`config.mk`:
```
export PLATFORM = sky130hd
export DESIGN_NAME = csa_accum_64
export DESIGN_NICKNAME = d
export VERILOG_FILES = /design/src/rtl/csa_accum_64.sv
export SDC_FILE = /design/constraint.sdc
export NUM_CORES = 1
export LEC_CHECK = 0
export CORE_MARGIN = 2
export CORE_UTILIZATION = 30
export CTS_CLUSTER_SIZE = 10
export DETAILED_ROUTE_END_ITERATION = 7
export GPL_TIMING_DRIVEN = 0
export PLACE_DENSITY = 0.64
export SYNTH_ARGS = -nofsm -noshare
export SYNTH_HDL_FRONTEND = slang
export SYNTH_SLANG_ARGS = --single-unit
```
`constraint.sdc`:
```
create_clock -name clk -period 2.51 [get_ports clk]
set_input_delay 0.502 -clock clk [delete_from_list [all_inputs] [get_ports clk]]
set_output_delay 0.502 -clock clk [all_outputs]
set_load 0.03 [all_outputs]
```
`src/rtl/csa_accum_64.sv`:
```
// Carry-save accumulator: folds a group of 64-bit operands into a redundant (S, C) pair
// for a downstream adder. Optional subtract beats are enabled with `define CSA_ACC_SUB_EN.
module csa_accum_64 #(
  parameter int DATA_W = 64,
  parameter int CNT_W  = 8
) (
  input  logic              clk,
  input  logic              rst,
  input  logic              in_valid,
  output logic              in_ready,
  input  logic [DATA_W-1:0] in_data,
  input  logic              in_last,
  input  logic              in_sub,
  output logic              out_valid,
  input  logic              out_ready,
  output logic [DATA_W-1:0] out_a,
  output logic [DATA_W-1:0] out_b,
  output logic [CNT_W-1:0]  out_count
);

  typedef enum logic [1:0] {
    IDLE = 2'd0,
    ACC  = 2'd1,
    HOLD = 2'd2
  } state_t;

  state_t              state_q, state_d;
  logic [DATA_W-1:0]   s_q, s_d;
  logic [DATA_W-1:0]   c_q, c_d;
  logic [CNT_W-1:0]    cnt_q, cnt_d;

  logic                sub_beat;
  logic [DATA_W-1:0]   opnd;
  logic [DATA_W-1:0]   csa_sum;
  logic [DATA_W-2:0]   csa_maj;
  logic [DATA_W-1:0]   csa_carry;

  function automatic logic [CNT_W-1:0] sat_inc(input logic [CNT_W-1:0] v);
    return (&v) ? v : v + 1'b1;
  endfunction

`ifdef CSA_ACC_SUB_EN
  assign sub_beat = in_sub;
`else
  logic unused_in_sub;
  assign unused_in_sub = in_sub;
  assign sub_beat      = 1'b0;
`endif

  // Subtraction is two's complement: invert the operand and inject the +1 into the free C[0] slot.
  assign opnd      = sub_beat ? ~in_data : in_data;
  assign csa_sum   = s_q ^ c_q ^ opnd;
  assign csa_maj   = (s_q[DATA_W-2:0] & c_q[DATA_W-2:0])
                   | (s_q[DATA_W-2:0] & opnd[DATA_W-2:0])
                   | (c_q[DATA_W-2:0] & opnd[DATA_W-2:0]);
  assign csa_carry = {csa_maj, sub_beat};

  always_comb begin
    state_d = state_q;
    s_d     = s_q;
    c_d     = c_q;
    cnt_d   = cnt_q;
    case (state_q)
      IDLE, ACC: begin
        if (in_valid) begin
          s_d     = csa_sum;
          c_d     = csa_carry;
          cnt_d   = sat_inc(cnt_q);
          state_d = in_last ? HOLD : ACC;
        end
      end
      HOLD: begin
        if (out_ready) begin
          s_d     = '0;
          c_d     = '0;
          cnt_d   = '0;
          state_d = IDLE;
        end
      end
      default: state_d = IDLE;
    endcase
  end

  always_ff @(posedge clk or negedge rst) begin
    if (!rst) begin
      state_q <= IDLE;
      s_q     <= '0;
      c_q     <= '0;
      cnt_q   <= '0;
    end else begin
      state_q <= state_d;
      s_q     <= s_d;
      c_q     <= c_d;
      cnt_q   <= cnt_d;
    end
  end

  // No bypass from the output handshake: a new group waits one cycle after HOLD releases.
  assign in_ready  = (state_q != HOLD);
  assign out_valid = (state_q == HOLD);
  assign out_a     = s_q;
  assign out_b     = c_q;
  assign out_count = cnt_q;

endmodule

```
# Yosys cells after proc, flatten, opt, wreduce, memory -nomap -nowiden
# Index checks and enable logic that the tools add are counted.
# word_totals
word_cells,38
ff_bits,138
ramBits,0
rom_bits,0
mem_count,0
output_inout_bits,138
latchBits,0
# classes
multipliers,0
eq_ne,6
n_shift,0
n_reduce_logical,7
bitwise_logic,7
n_addsub,1
muxes,13
div,0
n_lt_le_gt_ge,0
# op_table
op,n
$pmux 64 s2,2
$mux 64,3
$and 63x63->63,3
$xor 64x64->64,2
$or 63x63->63,2
$mux 8,3
$pmux 8 s2,1
$add 8x1->8 const B,1
$reduce_and 8->1,1
$mux 2,3
$ne 2x2->1 const B,3
$pmux 2 s2,1
$reduce_and 4->1,1
$reduce_and 3->1,1
$eq 2x1->1 const B,1
$eq 2x2->1 const B,1
$logic_not 2->1,1
$ne 2x1->1 const B,1
$reduce_and 2->1,1
$reduce_bool 2->1,1
$reduce_or 2->1,1

# Logic depth before layout (Yosys ltp)
# Gate-level depths: netlist of the first run.
# depth
ltp_word,5
mapped_depth,7
depth_no_buf,5

# Worst setup path after synthesis of the first run
# Ideal clock, no wire load.
# synth_timing
kind,reg-to-reg
start,register cnt_q[0] (netlist: out_count[0])
end,register cnt_q[6] (netlist: out_count[6])
slack_ns,0.679
t_required_ns,2.384
path_stages_with_launch,7
setup_ns,0.126
t_arrival_ns,1.705
path_cell_list,dfrtp_1 -> ha_1 -> and3_1 -> buf_2 -> and4b_1 -> buf_6 -> o32a_1
# synth_between
elab_chain_cells,4
word_cells_on_any_way,7
cone_classes,1 x add/sub; 1 x eq/ne; 3 x mux; 2 x reduce/logical
# synth_lines
element,line_no,source
start: declaration,30,"logic [CNT_W-1:0] cnt_q, cnt_d;"
start signal: assignment,94,cnt_q <= cnt_d;
$add 8x1->8,39,return (&v) ? v : v + 1'b1;
$mux 8,39,
$mux 8,65,if (in_valid) begin
$pmux 8 s2,63,case (state_q)
# Several ways; a longest one is shown, not always the timed one. The select of a mux whose other input is x is not followed.
# A chain may end at the register's enable or synchronous reset.

# Worst setup path after layout of the first run
# layout_timing
start,register state_q[1]
end,output port in_ready
# layout_between
elab_chain_cells,1
# layout_lines
element,line_no,source
start: declaration,27,"state_t state_q, state_d;"
start signal: assignment,91,state_q <= state_d;
$ne 2x2->1,99,assign in_ready = (state_q != HOLD);
end: declaration,10,"output logic in_ready,"
# Every way passes these cells.

==> parameters.txt, run 1 <==
Parameter                              Value

GRT
  Number of antenna violations at the first check in global routing ... 0
  Via count of the first global-routing pass ... 4844
  Residual overflow from global routing ... 0
  Overall routing resource usage ... 16.2%
  First-pass GRT wire length ... 27600 um
  Pin count of the biggest net entering global routing ... 92

Power
  Peak VDD IR ... 0.662 mV
  Relative contribution of the clock network to total power ... 19.6%
  Leak ... 4.10 nW
  Combinational share of power ... 47.6%
  Net switching share of the total power ... 41.4%
  Ratio of total power to cell area ... 1360 mW/mm^2
  Sequential cell fraction of total power ... 32.9%
  Total power consumption of the routed design ... 12.7 mW
  Internal power ... 7.44 mW
  Switching power ... 5.26 mW

Layout
  Leading cell type in the layout, fill and taps excluded ... sky130_fd_sc_hd__clkdlybuf4s50_1
  Layout overhead on the synthesized area ... 47.3%
  Final-layout fill cell count ... 1892
  Net count of the finished layout ... 770
  Fin util ... 44.8%
  Fraction of layout cells with a size suffix above 1 ... 9.71%
  Final std cells w/o fill ... 924
  Leading cell types in the layout, fill and taps excluded ... sky130_fd_sc_hd__clkdlybuf4s50_1, sky130_fd_sc_hd__dfrtp_1, sky130_fd_sc_hd__a22o_1
  Antenna cell count ... 0

Clocking
  Clock H-tree levels ... 4
  Clock insertion delay at the later pin of the skew report ... 0.41 ns
  Clock edge transition at the registers on the reported setup and hold paths ... 0.06 ns
  Clock tree from TritonCTS ... built
  Quantity of gates resized following cts ... 0
  Post-cts hold buffer count ... 0
  TritonCTS Sinks ... 137
  Number of setup buffers added after CTS ... 0
  Largest buffer count on any clock path ... 2
  Number of buffers created by CTS ... 17
  Clock Root Buffer ... sky130_fd_sc_hd__clkbuf_16

Floorplan
  Die Y ... 149 um
  Full die area ... 0.0223 mm^2
  Width of the die ... 149 um
  Placeable Area ... 0.0209 mm^2
  Floorplan row count ... 53
  Total I/O pin count ... 208
  Initial Utilization ... 30.4%

Timing
  Min cycle time layout ... 2.44 ns
  Number of pins with negative max-slew slack in the final report ... 0
  RSZ-0062 raised after global routing ... false
  Remaining max-slew budget at the tightest pin ... 60.8%
  Post-route setup slack ... 0.0707 ns
  Slew of the pin with the lowest slew margin ... 0.589 ns
  Final Hold Vio Count ... 0
  Highest clock frequency the design can meet ... 410 MHz
  Setup skew after layout ... 0.00667 ns
  Final critical-path share of the clock period ... 97.2%
  Final number of setup-violating endpoints ... 0

Min path
  Type of the tightest min-delay check ... input pin to async pin

Synthesis
  Mean post-synth cell area ... 15.4 um^2
  Post-synth cell types ... 30
  Synth top area cells ... sky130_fd_sc_hd__dfrtp_1, sky130_fd_sc_hd__fa_1, sky130_fd_sc_hd__a22o_1
  Warnings from Yosys ... 0
  Post-synthesis register bit count ... 137
  Dominant cell type by area after synthesis ... sky130_fd_sc_hd__dfrtp_1
  Post-synth design cell area ... 0.00635 mm^2
  Sequential fraction of the synthesis area ... 54.0%
  Syn_nets ... 545
  Share of Yosys cell area claimed by the top area cell type ... 54.0%
  Number of cells produced by synthesis ... 411

Route
  Post-route DRC violation count ... 0
  Routed vias ... 4557
  DR WL/cell ... 18.8 um
  Number of vias per cell after detailed routing ... 4.93
  Number of detailed-route iterations in the first pass ... 4
  First-iteration detailed-routing DRC count ... 138
  Remaining antenna violation count after routing ... 0
  Drt total wl ... 17400 um

Setup path
  Element type at the critical path end ... output pin
  Arrival time reported for the critical path endpoint ... 1.94 ns
  CP Max Fanout ... 10
  Required time at the endpoint of the critical path ... 2.01 ns
  Setup Crit Path Kind ... flop to output pin
  Critical Path Source Type ... flop

Placed design
  Routability congestion estimate ... 0.781
  # placed instances ... 892
  Final HPWL DP ... 12500 um
  Worst setup slack before clock tree synthesis ... 0.0112 ns
  Number of port buffers ... 205

Run status
  Run status ... complete, no violations

Flow run
  Max cap viols ... 0
[worst max-delay path, stage by stage, from the launching register on]
cell,delay [ns]
sky130_fd_sc_hd__dfrtp_1,0.42
sky130_fd_sc_hd__and2b_1,0.18
sky130_fd_sc_hd__buf_6,0.14
sky130_fd_sc_hd__inv_1,0.11
sky130_fd_sc_hd__clkdlybuf4s50_1,0.68
[cells by family (layout without fill, tap and decap cells)]
| family | after synthesis | in the layout | share of synthesized area, % |
|---|---|---|---|
| compound gates | 149 | 149 | 19.6 |
| flops | 137 | 137 | 54.0 |
| fa+ha+maj | 64 | 64 | 19.9 |
| buf+inv | 35 | 273 | 4.28 |
| simple gates | 24 | 24 | 2.03 |
| other cells | 1 | 1 | 0.0591 |
| xor+xnor | 1 | 1 | 0.138 |
[worst paths after layout]
path | to | cells past startpoint | slack [ns] | from
worst max-delay path | in_ready | 4 | 0.07 | state_q[1]
worst min-delay path | out_a[14] | 1 | 0.009 | rst
worst max register to register | out_count[7] | 7 | 0.57 | out_count[0]
worst min register to register | out_a[63] | 1 | 0.49 | out_a[63]
max in group asynchronous | out_a[60] | 2 | 1.65 | rst
min in group clk | out_a[63] | 1 | 0.49 | out_a[63]
[registers in the layout, summed over array words and instances, names as in the netlist]
name	flops
out_b	63
state_q	2
out_count	8
out_a	64
[stage by stage]
stage          hold slack (ns)  setup TNS [ns]  instance area (um^2)
6_report               0.00931               0                  9350
4_1_cts                 0.0115               0                  9350
3_5_place_dp             0.467               0                  8770
2_1_floorplan            0.206               0                  6350
3_3_place_gp             0.480         -629.32                  8750
5_1_grt                 0.0226               0                  9350
[power by group through the flow]
stage	clock (mW)	combinational, mW	sequential (mW)
4_1_cts	2.55	6.13	4.20
6_report	2.48	6.04	4.18
2_1_floorplan	0	1.70	5.84
3_5_place_dp	0	6.10	4.20
3_3_place_gp	0	5.99	4.17
5_1_grt	2.67	6.50	4.36
[layout make-up]
type / count / area, um^2 / share of cell area (%)
plain buffers: 34 / 268 / 2.86
clock buffers: 18 / 429 / 4.59
clock inverters: 14 / 149 / 1.59
inverters: 1 / 3.75 / 0.0401
multi-input cells: 239 / 2650 / 28.3
flip-flops and latches: 137 / 3430 / 36.7
well taps: 275 / 344 / 3.68
repair buffers: 206 / 2080 / 22.2
[cell usage after synthesis]
library cell	count
sky130_fd_sc_hd__dfrtp_1	137
sky130_fd_sc_hd__a22o_1	126
sky130_fd_sc_hd__fa_1	62
sky130_fd_sc_hd__buf_6	16
sky130_fd_sc_hd__o21ai_0	11
sky130_fd_sc_hd__buf_2	10
sky130_fd_sc_hd__clkbuf_1	6
sky130_fd_sc_hd__nor2_1	6
sky130_fd_sc_hd__a21oi_1	5
sky130_fd_sc_hd__nand2_1	4
sky130_fd_sc_hd__and3_1	3
sky130_fd_sc_hd__nor3_1	3
sky130_fd_sc_hd__buf_4	2
sky130_fd_sc_hd__ha_1	2
sky130_fd_sc_hd__nand3_1	2
sky130_fd_sc_hd__o31ai_1	2
sky130_fd_sc_hd__a21oi_2	1
sky130_fd_sc_hd__a31oi_1	1
sky130_fd_sc_hd__and2b_1	1
sky130_fd_sc_hd__and4_1	1
sky130_fd_sc_hd__and4b_1	1
sky130_fd_sc_hd__conb_1	1
sky130_fd_sc_hd__inv_1	1
sky130_fd_sc_hd__nand4_1	1
sky130_fd_sc_hd__nand4b_1	1
sky130_fd_sc_hd__nor2b_1	1
sky130_fd_sc_hd__o22ai_1	1
sky130_fd_sc_hd__o31ai_2	1
sky130_fd_sc_hd__o32a_1	1
sky130_fd_sc_hd__xor2_1	1
[layer usage]
| layer | global-route usage (%) | up-vias | part of all wire, % |
|---|---|---|---|
| met3 | 4.85 | 12 | 7.2 |
| met5 | 0 | - | 0 |
| li1 | - | 1980 | - |
| met2 | 24.7 | 157 | 47 |
| met4 | 4.62 | 0 | 0.88 |
| met1 | 22.6 | 2408 | 45 |
Power figures use the tool's default switching activity.
==> run 2: changes to the inputs <==
--- a/config.mk
+++ b/config.mk
@@ -7,7 +7,7 @@
 export LEC_CHECK = 0
 export CORE_MARGIN = 2
 export CORE_UTILIZATION = 30
-export CTS_CLUSTER_SIZE = 10
+export CTS_CLUSTER_SIZE = 25
 export DETAILED_ROUTE_END_ITERATION = 7
 export GPL_TIMING_DRIVEN = 0
 export PLACE_DENSITY = 0.64
==> results of run 2 <==
Same layout as run 1: the final DEF is identical, and so are final timing and power.
==> run 3: changes to the inputs <==
--- a/config.mk
+++ b/config.mk
@@ -5,6 +5,7 @@
 export SDC_FILE = /design/constraint.sdc
 export NUM_CORES = 1
 export LEC_CHECK = 0
+export CAP_MARGIN = 0
 export CORE_MARGIN = 2
 export CORE_UTILIZATION = 30
 export CTS_CLUSTER_SIZE = 25
==> results of run 3 <==
Same layout as run 1: the final DEF is identical, and so are final timing and power.
